--- config.mk ---
export PLATFORM = sky130hd
export DESIGN_NAME = wb_bus_arbiter
export DESIGN_NICKNAME = d
export VERILOG_FILES = /design/src/rtl/wb_bus_arbiter.sv
export SDC_FILE = /design/constraint.sdc
export NUM_CORES = 1
export LEC_CHECK = 0
export CELL_PAD_IN_SITES_DETAIL_PLACEMENT = 1
export CELL_PAD_IN_SITES_GLOBAL_PLACEMENT = 1
export CORE_ASPECT_RATIO = 0.6
export CORE_MARGIN = 2
export CORE_UTILIZATION = 21
export DETAILED_ROUTE_END_ITERATION = 6
export MAX_ROUTING_LAYER = met4
export PLACE_DENSITY_LB_ADDON = 0.1
export SLEW_MARGIN = 5
export SYNTH_ARGS = -nofsm -noshare
export SYNTH_HDL_FRONTEND = slang
export SYNTH_SLANG_ARGS = --single-unit
--- constraint.sdc ---
create_clock -name clk_i -period 3.15 [get_ports clk_i]
set_clock_uncertainty 0.1 [all_clocks]
set_input_delay 0.7875 -clock clk_i [delete_from_list [all_inputs] [get_ports clk_i]]
set_output_delay 0.7875 -clock clk_i [all_outputs]
set_load 0.1 [all_outputs]
--- src/rtl/wb_bus_arbiter.sv ---
// Two-master, one-slave Wishbone arbiter with round-robin grant,
// cycle-long bus locking and a stall watchdog that forces ERR.
module wb_bus_arbiter #(
    parameter int unsigned ADDR_WIDTH     = 24,
    parameter int unsigned TIMEOUT_WIDTH  = 8,
    parameter int unsigned TIMEOUT_CYCLES = 255
) (
    input  logic                  clk_i,
    input  logic                  rst_ni,
    input  logic                  m0_cyc_i,
    input  logic                  m0_stb_i,
    input  logic                  m0_we_i,
    input  logic [ADDR_WIDTH-1:0] m0_adr_i,
    input  logic [7:0]            m0_dat_i,
    output logic                  m0_ack_o,
    output logic                  m0_err_o,
    output logic                  m0_rty_o,
    output logic [7:0]            m0_dat_o,
    input  logic                  m1_cyc_i,
    input  logic                  m1_stb_i,
    input  logic                  m1_we_i,
    input  logic [ADDR_WIDTH-1:0] m1_adr_i,
    input  logic [7:0]            m1_dat_i,
    output logic                  m1_ack_o,
    output logic                  m1_err_o,
    output logic                  m1_rty_o,
    output logic [7:0]            m1_dat_o,
    output logic                  s_cyc_o,
    output logic                  s_stb_o,
    output logic                  s_we_o,
    output logic [ADDR_WIDTH-1:0] s_adr_o,
    output logic [7:0]            s_dat_o,
    input  logic                  s_ack_i,
    input  logic                  s_err_i,
    input  logic                  s_rty_i,
    input  logic [7:0]            s_dat_i,
    output logic [1:0]            grant_o,
    output logic                  timeout_o
);

    typedef enum logic [1:0] {IDLE, OWN0, OWN1} state_t;

    localparam logic [TIMEOUT_WIDTH-1:0] WD_LIMIT =
        TIMEOUT_WIDTH'(TIMEOUT_CYCLES);
    localparam bit WD_EN = (TIMEOUT_CYCLES != 0);

    state_t                   state_q, state_d;
    logic                     last_q;
    logic [TIMEOUT_WIDTH-1:0] wd_q;
    logic                     timeout_q;

    logic                  own_cyc, own_stb, own_we;
    logic [ADDR_WIDTH-1:0] own_adr;
    logic [7:0]            own_dat;
    logic                  s_term, fire, wd_clr;
    logic                  ack_g, err_g, rty_g;

    function automatic state_t arb(input logic c0, input logic c1,
                                   input logic last);
        if (c0 && c1) return last ? OWN0 : OWN1;
        if (c0)       return OWN0;
        if (c1)       return OWN1;
        return IDLE;
    endfunction

    always_comb begin
        own_cyc = 1'b0;
        own_stb = 1'b0;
        own_we  = 1'b0;
        own_adr = '0;
        own_dat = '0;
        unique case (state_q)
            OWN0: begin
                own_cyc = m0_cyc_i;
                own_stb = m0_stb_i;
                own_we  = m0_we_i;
                own_adr = m0_adr_i;
                own_dat = m0_dat_i;
            end
            OWN1: begin
                own_cyc = m1_cyc_i;
                own_stb = m1_stb_i;
                own_we  = m1_we_i;
                own_adr = m1_adr_i;
                own_dat = m1_dat_i;
            end
            default: ;
        endcase
    end

    // Release re-arbitrates at once with the departing owner as `last`.
    always_comb begin
        state_d = state_q;
        unique case (state_q)
            IDLE: state_d = arb(m0_cyc_i, m1_cyc_i, last_q);
            OWN0: if (!m0_cyc_i) state_d = arb(1'b0, m1_cyc_i, 1'b0);
            OWN1: if (!m1_cyc_i) state_d = arb(m0_cyc_i, 1'b0, 1'b1);
            default: state_d = IDLE;
        endcase
    end

    assign s_term = s_ack_i | s_err_i | s_rty_i;
    assign fire   = WD_EN && own_cyc && own_stb && !s_term &&
                    !timeout_q && (wd_q == WD_LIMIT);
    assign wd_clr = (state_d != state_q) || !own_cyc || !own_stb ||
                    s_term || fire || timeout_q;

    always_ff @(posedge clk_i or negedge rst_ni) begin
        if (!rst_ni) begin
            state_q   <= IDLE;
            last_q    <= 1'b1;
            wd_q      <= '0;
            timeout_q <= 1'b0;
        end else begin
            state_q   <= state_d;
            timeout_q <= fire;
            if (state_q == OWN0 && !m0_cyc_i) last_q <= 1'b0;
            if (state_q == OWN1 && !m1_cyc_i) last_q <= 1'b1;
            if (wd_clr)
                wd_q <= '0;
            else if (wd_q != '1)
                wd_q <= wd_q + TIMEOUT_WIDTH'(1);
        end
    end

    // The forced-error cycle hides the slave and drops its terminations.
    assign ack_g = s_ack_i & ~timeout_q;
    assign err_g = (s_err_i & ~timeout_q) | timeout_q;
    assign rty_g = s_rty_i & ~timeout_q;

    assign s_cyc_o = own_cyc & ~timeout_q;
    assign s_stb_o = own_stb & ~timeout_q;
    assign s_we_o  = own_we;
    assign s_adr_o = own_adr;
    assign s_dat_o = own_dat;

    assign m0_ack_o = (state_q == OWN0) & ack_g;
    assign m0_err_o = (state_q == OWN0) & err_g;
    assign m0_rty_o = (state_q == OWN0) & rty_g;
    assign m1_ack_o = (state_q == OWN1) & ack_g;
    assign m1_err_o = (state_q == OWN1) & err_g;
    assign m1_rty_o = (state_q == OWN1) & rty_g;
    assign m0_dat_o = s_dat_i;
    assign m1_dat_o = s_dat_i;

    assign grant_o   = {state_q == OWN1, state_q == OWN0};
    assign timeout_o = timeout_q;

endmodule

## After elaboration in Yosys (flattened, before gate mapping)

Index checks and enable logic that the tools add are counted.

| operators by class | value |
|---|---|
| $add $sub $neg | 1 |
| multiply operators | 0 |
| divide/modulo/power cells | 0 |
| $lt $le $gt $ge | 0 |
| equality and inequality tests | 5 |
| shift-type cells | 0 |
| multiplexer cells | 36 |
| bitwise gates (word level) | 15 |
| reduce and logical (&&, ||, !) cells | 21 |

Operators by type and width:

| operator | count |
|---|---|
| 24-bit case mux with 2 select lines | 1 |
| 2-bit two-way mux | 13 |
| 8-bit two-way mux | 2 |
| 8-bit case mux with 2 select lines | 1 |
| 1-bit two-way mux | 15 |
| 1-bit AND | 11 |
| 8-bit by 1-bit adder with 8-bit output, second input constant | 1 |
| 8-bit equality test, second input constant | 1 |
| 8-bit != test, second input constant | 1 |
| 1-bit logical AND | 7 |
| 1-bit zero test | 6 |
| 1-bit case mux with 2 select lines | 3 |
| 2-bit case mux with 3 select lines | 1 |
| 1-bit logical OR | 5 |
| 2-bit nonzero test | 2 |
| 1-bit OR | 3 |
| 2-bit by 1-bit equality test with 1-bit output, second input constant | 1 |
| 2-bit equality test, second input constant | 1 |
| 2-bit zero test | 1 |
| 2-bit != test | 1 |
| 1-bit inverter | 1 |

| word-level totals | value |
|---|---|
| register bits | 12 |
| bits in latches | 0 |
| memory bits (writable) | 0 |
| ROM bits | 0 |
| input port bits | 83 |
| output and inout port bits | 60 |
| word-level logic and storage cells | 82 |
| memories | 0 |

## Logic depth before layout (Yosys ltp)

Gate-level depths: netlist of the first run.

| depth | value |
|---|---|
| depth after elaboration | 19 |
| gate-level depth with buffers | 7 |
| gate-level depth less buffers | 6 |

## Least setup slack after synthesis of the first run

No wires, ideal clock.

| timing path | value |
|---|---|
| path type | register -> output |
| start | reg state_q[0] |
| end | out m1_ack_o |
| arrival | 4.294 ns |
| required time | 2.263 ns |
| slack | -2.032 ns |
| cell stages (with the launch flop) | 7 |
| path buffers | 2 |
| cell sequence | dfrtp_1 > inv_1 > ha_1 > buf_4 > clkbuf_1 > inv_1 > nor3b_1 |

| between the ends | value |
|---|---|
| word-level cells in the longest chain between the ends | 2 |

Ends and longest elaborated chain:

| element | line | text |
|---|---|---|
| from (decl) | 47 | `state_t state_q, state_d;` |
| from (signal assigned) | 115 | `state_q <= state_d;` |
| 2-bit equality test | -- |  |
| named net grant_o[1] | 37 | `output logic [1:0] grant_o,` |
| 1-bit AND | 140 | `assign m1_ack_o = (state_q == OWN1) & ack_g;` |
| to (decl) | 24 | `output logic m1_ack_o,` |

The timed path passes the listed nets, and every way through them passes these cells.

## Worst setup path after layout of the first run

| timing path | value |
|---|---|
| start | in m1_cyc_i |
| end | out s_cyc_o |

| between the ends | value |
|---|---|
| word-level cells in the longest chain between the ends | 2 |

Ends and longest elaborated chain:

| element | line | text |
|---|---|---|
| from (decl) | 19 | `input logic m1_cyc_i,` |
| 1-bit case mux with 2 select lines | 72 | `unique case (state_q)` |
| 1-bit AND | 131 | `assign s_cyc_o = own_cyc & ~timeout_q;` |
| to (decl) | 28 | `output logic s_cyc_o,` |

Every way passes these cells.

==> metrics.txt, run 1 <==
CP peak stage delay=0.50 ns; core area=approximately 6600 um^2; Primary FF master, synth=dfrtp_1; Synth area leaders=a22oi_1 (19%), dfrtp_1 (19%), nor2b_1 (16%), buf_4 (9.4%), ha_1 (5.2%); VDD IR max=0.000425 V; simple-gate share of the synthesized area=30.9%; RSZ-0062 raised after global routing=false; Avg Inst Size Synth=approximately 8.2 um^2; overall global routing resource usage=16.2%; Slew Limit Fails=0; worst slew pin tran=0.595 ns; first-pass GRT wire length=a little over 9 mm; Tightest Hold Check Type=reg -> reg; Pre-antenna DRT Iters=3; total of max-cap violations=0; final hold violations=0; Die Y=68.0 um; area grow syn2layout=133%; final setup fails=0; CTS Sinks=12; power density over cell area=between 1000 and 1500 nW/um^2; I/O pin total=143; sw power=0.00189 W; Yosys top cell by area=a22oi_1; Final Cycle Share=94.1%; post-synthesis compound-gate area fraction=26.7%; Starting Density=21.6%; Syn. warnings=0; H-tree depth=1; power share of the combinational group=86.5%; Place WS=0.186 ns; Pleak=1.23 nW; Startpoint Class=input port; die width=111 um; critical-path cell list=clkdlybuf4s50_1 > a22oi_1 > nor2_2 > buf_12; status=complete, no violations; Data required, critical path=2.26 ns; commonest non-fill, non-tap cell in the layout=clkdlybuf4s50_1; Vias/cell=4.74; largest net degree at the start of global routing=37; Syn Nets=263; Arr. time, crit path=2.08 ns; Register Area=about 300 um^2; drc violations=0; post-synthesis adder-cell area fraction=about 5.2%; vias in the first global route=between 1500 and 2000; clock buffer depth=2; crit path kind=in -> out; TritonCTS clock tree=built; mux cell area share after synthesis=0%; post-cts sizing count=0; Worst slew margin=60.2%; Mapped Area=between 1000 and 1500 um^2; main combinational cell family by area after synthesis=simple AND/OR/NAND/NOR gates; top-area cell type share of the netlist area=around a fifth; Buf/Inv on CP=2; CP Capture Type=primary output; total CTS buffers=3; Seq pwr share=6.2%; latest clock arrival within the worst-skew pair=0.24 ns; Worst path slowest cell=clkdlybuf4s50_1; Avg WL per Cell=17.2 um; clock root buffer=clkbuf_16; number of nets in the layout=363; antenna violations before repair=0; Remaining Overflow, GRT=0; Synth Area in XOR/XNOR=3.05%; worst-path fanout max=6; sequential cell area fraction in the yosys report=around a fifth; setup bufs post-CTS=0; synth unique cells=29; share of layout cells above drive strength 1=37.4%; Worst path top cell family by delay=buffers and inverters; maximum clock frequency=337 MHz; ant diodes=0; Post-synth EDFFs=0; post-layout min period=2.97 ns; most frequent cells in the layout=clkdlybuf4s50_1 (74), buf_12 (43), a22oi_1 (37); post-layout util=50.3%; 1st-iter DRT viols=62; Mapped Cells=174; switch share=56.2%; Clk pin slew, worst setup/hold paths=0.05 ns; num rows=23; FFs w/ async S/R, synth=100%; power share of the clock group=under 10%; detailed-route via count=1707; CTS Hold Bufs=0; full die area=about 7500 um^2; fillers=690; port bufs=118; Antenna Violating Nets Remaining=0; Internal=0.00147 W; post-route setup TNS=0 ns; routed wire length=6.20 mm; DP Wirelength=5.11 mm; GPL Wtd Cong=0.777; Yosys reg bits=12; area used by multi-input combinational logic=1200 um^2; Final Worst Setup Slack=between 0.15 and 0.2 ns
## power by group through the flow
stage / Combinational [W] / Sequential [W] / Clock [W]
4_1_cts: 0.00295 / 0.000207 / 0.000251
3_5_place_dp: 0.00294 / 0.000209 / 0
2_1_floorplan: 0.00207 / 0.000201 / 0
3_3_place_gp: 0.00293 / 0.000208 / 0
5_1_grt: 0.00303 / 0.000211 / 0.000259
6_report: 0.00291 / 0.000208 / 0.000245
## layer usage
| layer | up-vias | GRT usage, % | share of wire [%] |
|---|---|---|---|
| li1 | 815 | - | - |
| met1 | 810 | 20.6 | 44 |
| met2 | 70 | 27.1 | 49 |
| met3 | 12 | 3.45 | 5.2 |
| met4 | 0 | 3.28 | 1.2 |
| met5 | - | - | 0 |
## layout make-up
type	count	area share [%]
timing repair buffer	122	49.0
tap	87	3.25
clock buffer	4	2.36
inverter	5	0.561
sequential	12	9.02
multi-input combinational	130	35.8
## Yosys cell counts, drive strengths merged, types with 2 or more instances
master and number:
a22oi 37, and3 2, buf 18, clkbuf 9, dfrtp 11, ha 6
inv 5, nand2 3, nand2b 2, nand3 3, nor2 7, nor2b 36
nor3 6, nor3b 5, nor4b 2, o21ai 5, or3 2, xnor2 3
xor2 2
## worst register-to-register path, delay by kind of cell, from the launching register on
kind,cells,cell delay [ns]
DFF,1,0.49
buffers and inverters,1,0.13
AOI/OAI and AO/OA,1,0.20
adders and majority gates,1,0.52
and+or+nand+nor,3,0.91
## kinds of logic after synthesis
family	after synthesis
DFF	12
AOI/OAI and AO/OA	49
and+or+nand+nor	70
buffers and inverters	32
xor gates and xnor gates	5
adders and majority gates	6
## per-stage QoR
step | hold WS, ns | power (W) | std cells | instance area [um^2]
floorplan | 0.369 | 0.00227 | 174 | 1690
global placement | 0.397 | 0.00313 | 356 | 3270
detailed placement | 0.402 | 0.00315 | 356 | 3270
CTS | 0.414 | 0.00340 | 360 | 3340
global route | 0.442 | 0.00350 | 360 | 3340
finish | 0.416 | 0.00336 | 360 | 3340
## registers in the layout (all words and copies together), names as in the netlist
name       cells
last_q         1
wd_q           8
state_q        2
timeout_o      1
## path summary, 6_finish.rpt
kind / from / end / slack, ns / cells past startpoint
worst max-delay path: m1_cyc_i / s_cyc_o / 0.18 / 4
worst max register to register: state_q[1] / wd_q[5] / 0.71 / 6
worst min-delay path: wd_q[0] / wd_q[0] / 0.42 / 1
min in group asynchronous: rst_ni / wd_q[6] / 0.82 / 1
max in group asynchronous: rst_ni / timeout_o / 1.74 / 1
worst min register to register: wd_q[0] / wd_q[0] / 0.42 / 1
Power figures use the tool's default switching activity.
==> inputs of run 2 (changes only) <==
CORE_ASPECT_RATIO = 0.5   (was 0.6)
clock period = 3.7 ns   (was 3.15 ns; I/O delays follow)
==> metrics.txt, run 2 (synthesis gave the netlist of run 1 again) <==
Final Cycle Share=86.2%; Slew Limit Fails=0; RSZ-0062 raised after global routing=false; latest clock arrival within the worst-skew pair=0.24 ns; clock root buffer=clkbuf_16; final hold violations=0; GPL Wtd Cong=0.746; TritonCTS clock tree=built; drc violations=0; final setup fails=0; detailed-route via count=about 1700; antenna violations before repair=0; Avg WL per Cell=16.5 um; post-layout min period=3.19 ns; Top Registers=wd_q (8), state_q (2); Final Worst Setup Slack=0.510 ns; first-pass GRT wire length=roughly 9 mm; CTS Hold Bufs=0; share of layout cells above drive strength 1=36.6%; Worst slew margin=51.3%; Antenna Violating Nets Remaining=0; port bufs=118; Startpoint Class=input port; I/O pin total=143; Place WS=0.474 ns; Reg with most FFs=wd_q; Hold Slack=0.419 ns; commonest non-fill, non-tap cell in the layout=clkdlybuf4s50_1; Arr. time, crit path=2.16 ns; post-layout util=48.3%; Clk pin slew, worst setup/hold paths=0.05 ns; core area=6650 um^2; critical-path cell list=clkdlybuf4s50_1 > a22oi_1 > nor2_1 > buf_12; die width=121 um; post-cts sizing count=0; total of max-cap violations=0; Pleak=1.17 nW; fillers=729; setup bufs post-CTS=0; Vias/cell=4.59; CTS Sinks=12; CP Capture Type=primary output; Buf/Inv on CP=2; Starting Density=21.6%; Die Y=62.4 um; power density over cell area=841 nW/um^2; num rows=21; largest net degree at the start of global routing=33; CP peak stage delay=approximately 0.50 ns; maximum clock frequency=roughly 310 MHz; worst slew pin tran=~0.73 ns; vias in the first global route=1811; full die area=7550 um^2; overall global routing resource usage=between 10% and 20%; DP Wirelength=around 5.0 mm; VDD IR max=0.000266 V; status=complete, no violations; crit path kind=in -> out; most frequent cells in the layout=clkdlybuf4s50_1 (74), buf_12 (41), a22oi_1 (37); flip-flop count of the largest register after layout=8; Tightest Hold Check Type=reg -> reg; 1st-iter DRT viols=60; Remaining Overflow, GRT=0; Data required, critical path=2.67 ns; number of nets in the layout=363; H-tree depth=1; worst-path fanout max=6; post-route setup TNS=0 ns; Pre-antenna DRT Iters=4; ant diodes=0; routed wire length=6.03 mm; Worst path top cell family by delay=buffers and inverters; total CTS buffers=3; Worst path slowest cell=clkdlybuf4s50_1; clock buffer depth=2; area grow syn2layout=124%
run 2: cell types whose count changed in the layout (fill, tap and decap cells not counted), moves of 2 or more:
cell	previous run	this run
buf_12	43	41
buf_4	5	7
nor2b_2	13	33
nor2b_4	20	0
nor3b_2	0	2
nor3b_4	4	2
run 2: metrics by stage:
step           cell area, um^2  instances  total power, W
2_1_floorplan             1560        174         0.00178
3_3_place_gp              3120        361         0.00248
3_5_place_dp              3120        361         0.00249
4_1_cts                   3210        365         0.00272
5_1_grt                   3210        365         0.00280
6_report                  3210        365         0.00270
run 2: power breakdown:
part | leakage, nW | internal (W) | switching, W | total, W
clock network | 0.0442 | 0.000164 | 0.0000609 | 0.000225
logic | 0.962 | 0.000832 | 0.00147 | 0.00230
registers | 0.162 | 0.000150 | 0.0000230 | 0.000173
run 2: path summary, 6_finish.rpt:
kind	from	end	slack, ns	cells after the start
worst max-delay path	m1_cyc_i	s_cyc_o	0.51	4
worst max register to register	state_q[0]	wd_q[0]	1.16	7
worst min-delay path	wd_q[0]	wd_q[0]	0.42	1
worst min register to register	wd_q[0]	wd_q[0]	0.42	1
min in group asynchronous	rst_ni	wd_q[2]	0.96	1
max in group asynchronous	rst_ni	timeout_o	2.16	1
run 2: cell type report:
cell class | count | area (um^2) | share of cell area, %
Inverter | 5 | 18.8 | 0.585
Tap cell | 92 | 115 | 3.59
Clock buffer | 4 | 88.8 | 2.77
Timing Repair Buffer | 122 | 1610 | 50.3
Sequential cell | 12 | 302 | 9.40
Multi-Input combinational cell | 130 | 1070 | 33.3
run 2: routing by layer:
| layer | routed length [um] | global-route usage (%) |
|---|---|---|
| met5 | 0 | - |
| met4 | 30 | 2.03 |
| met3 | 236 | 2.01 |
| met2 | 3290 | 29.8 |
| met1 | 2480 | 18.2 |
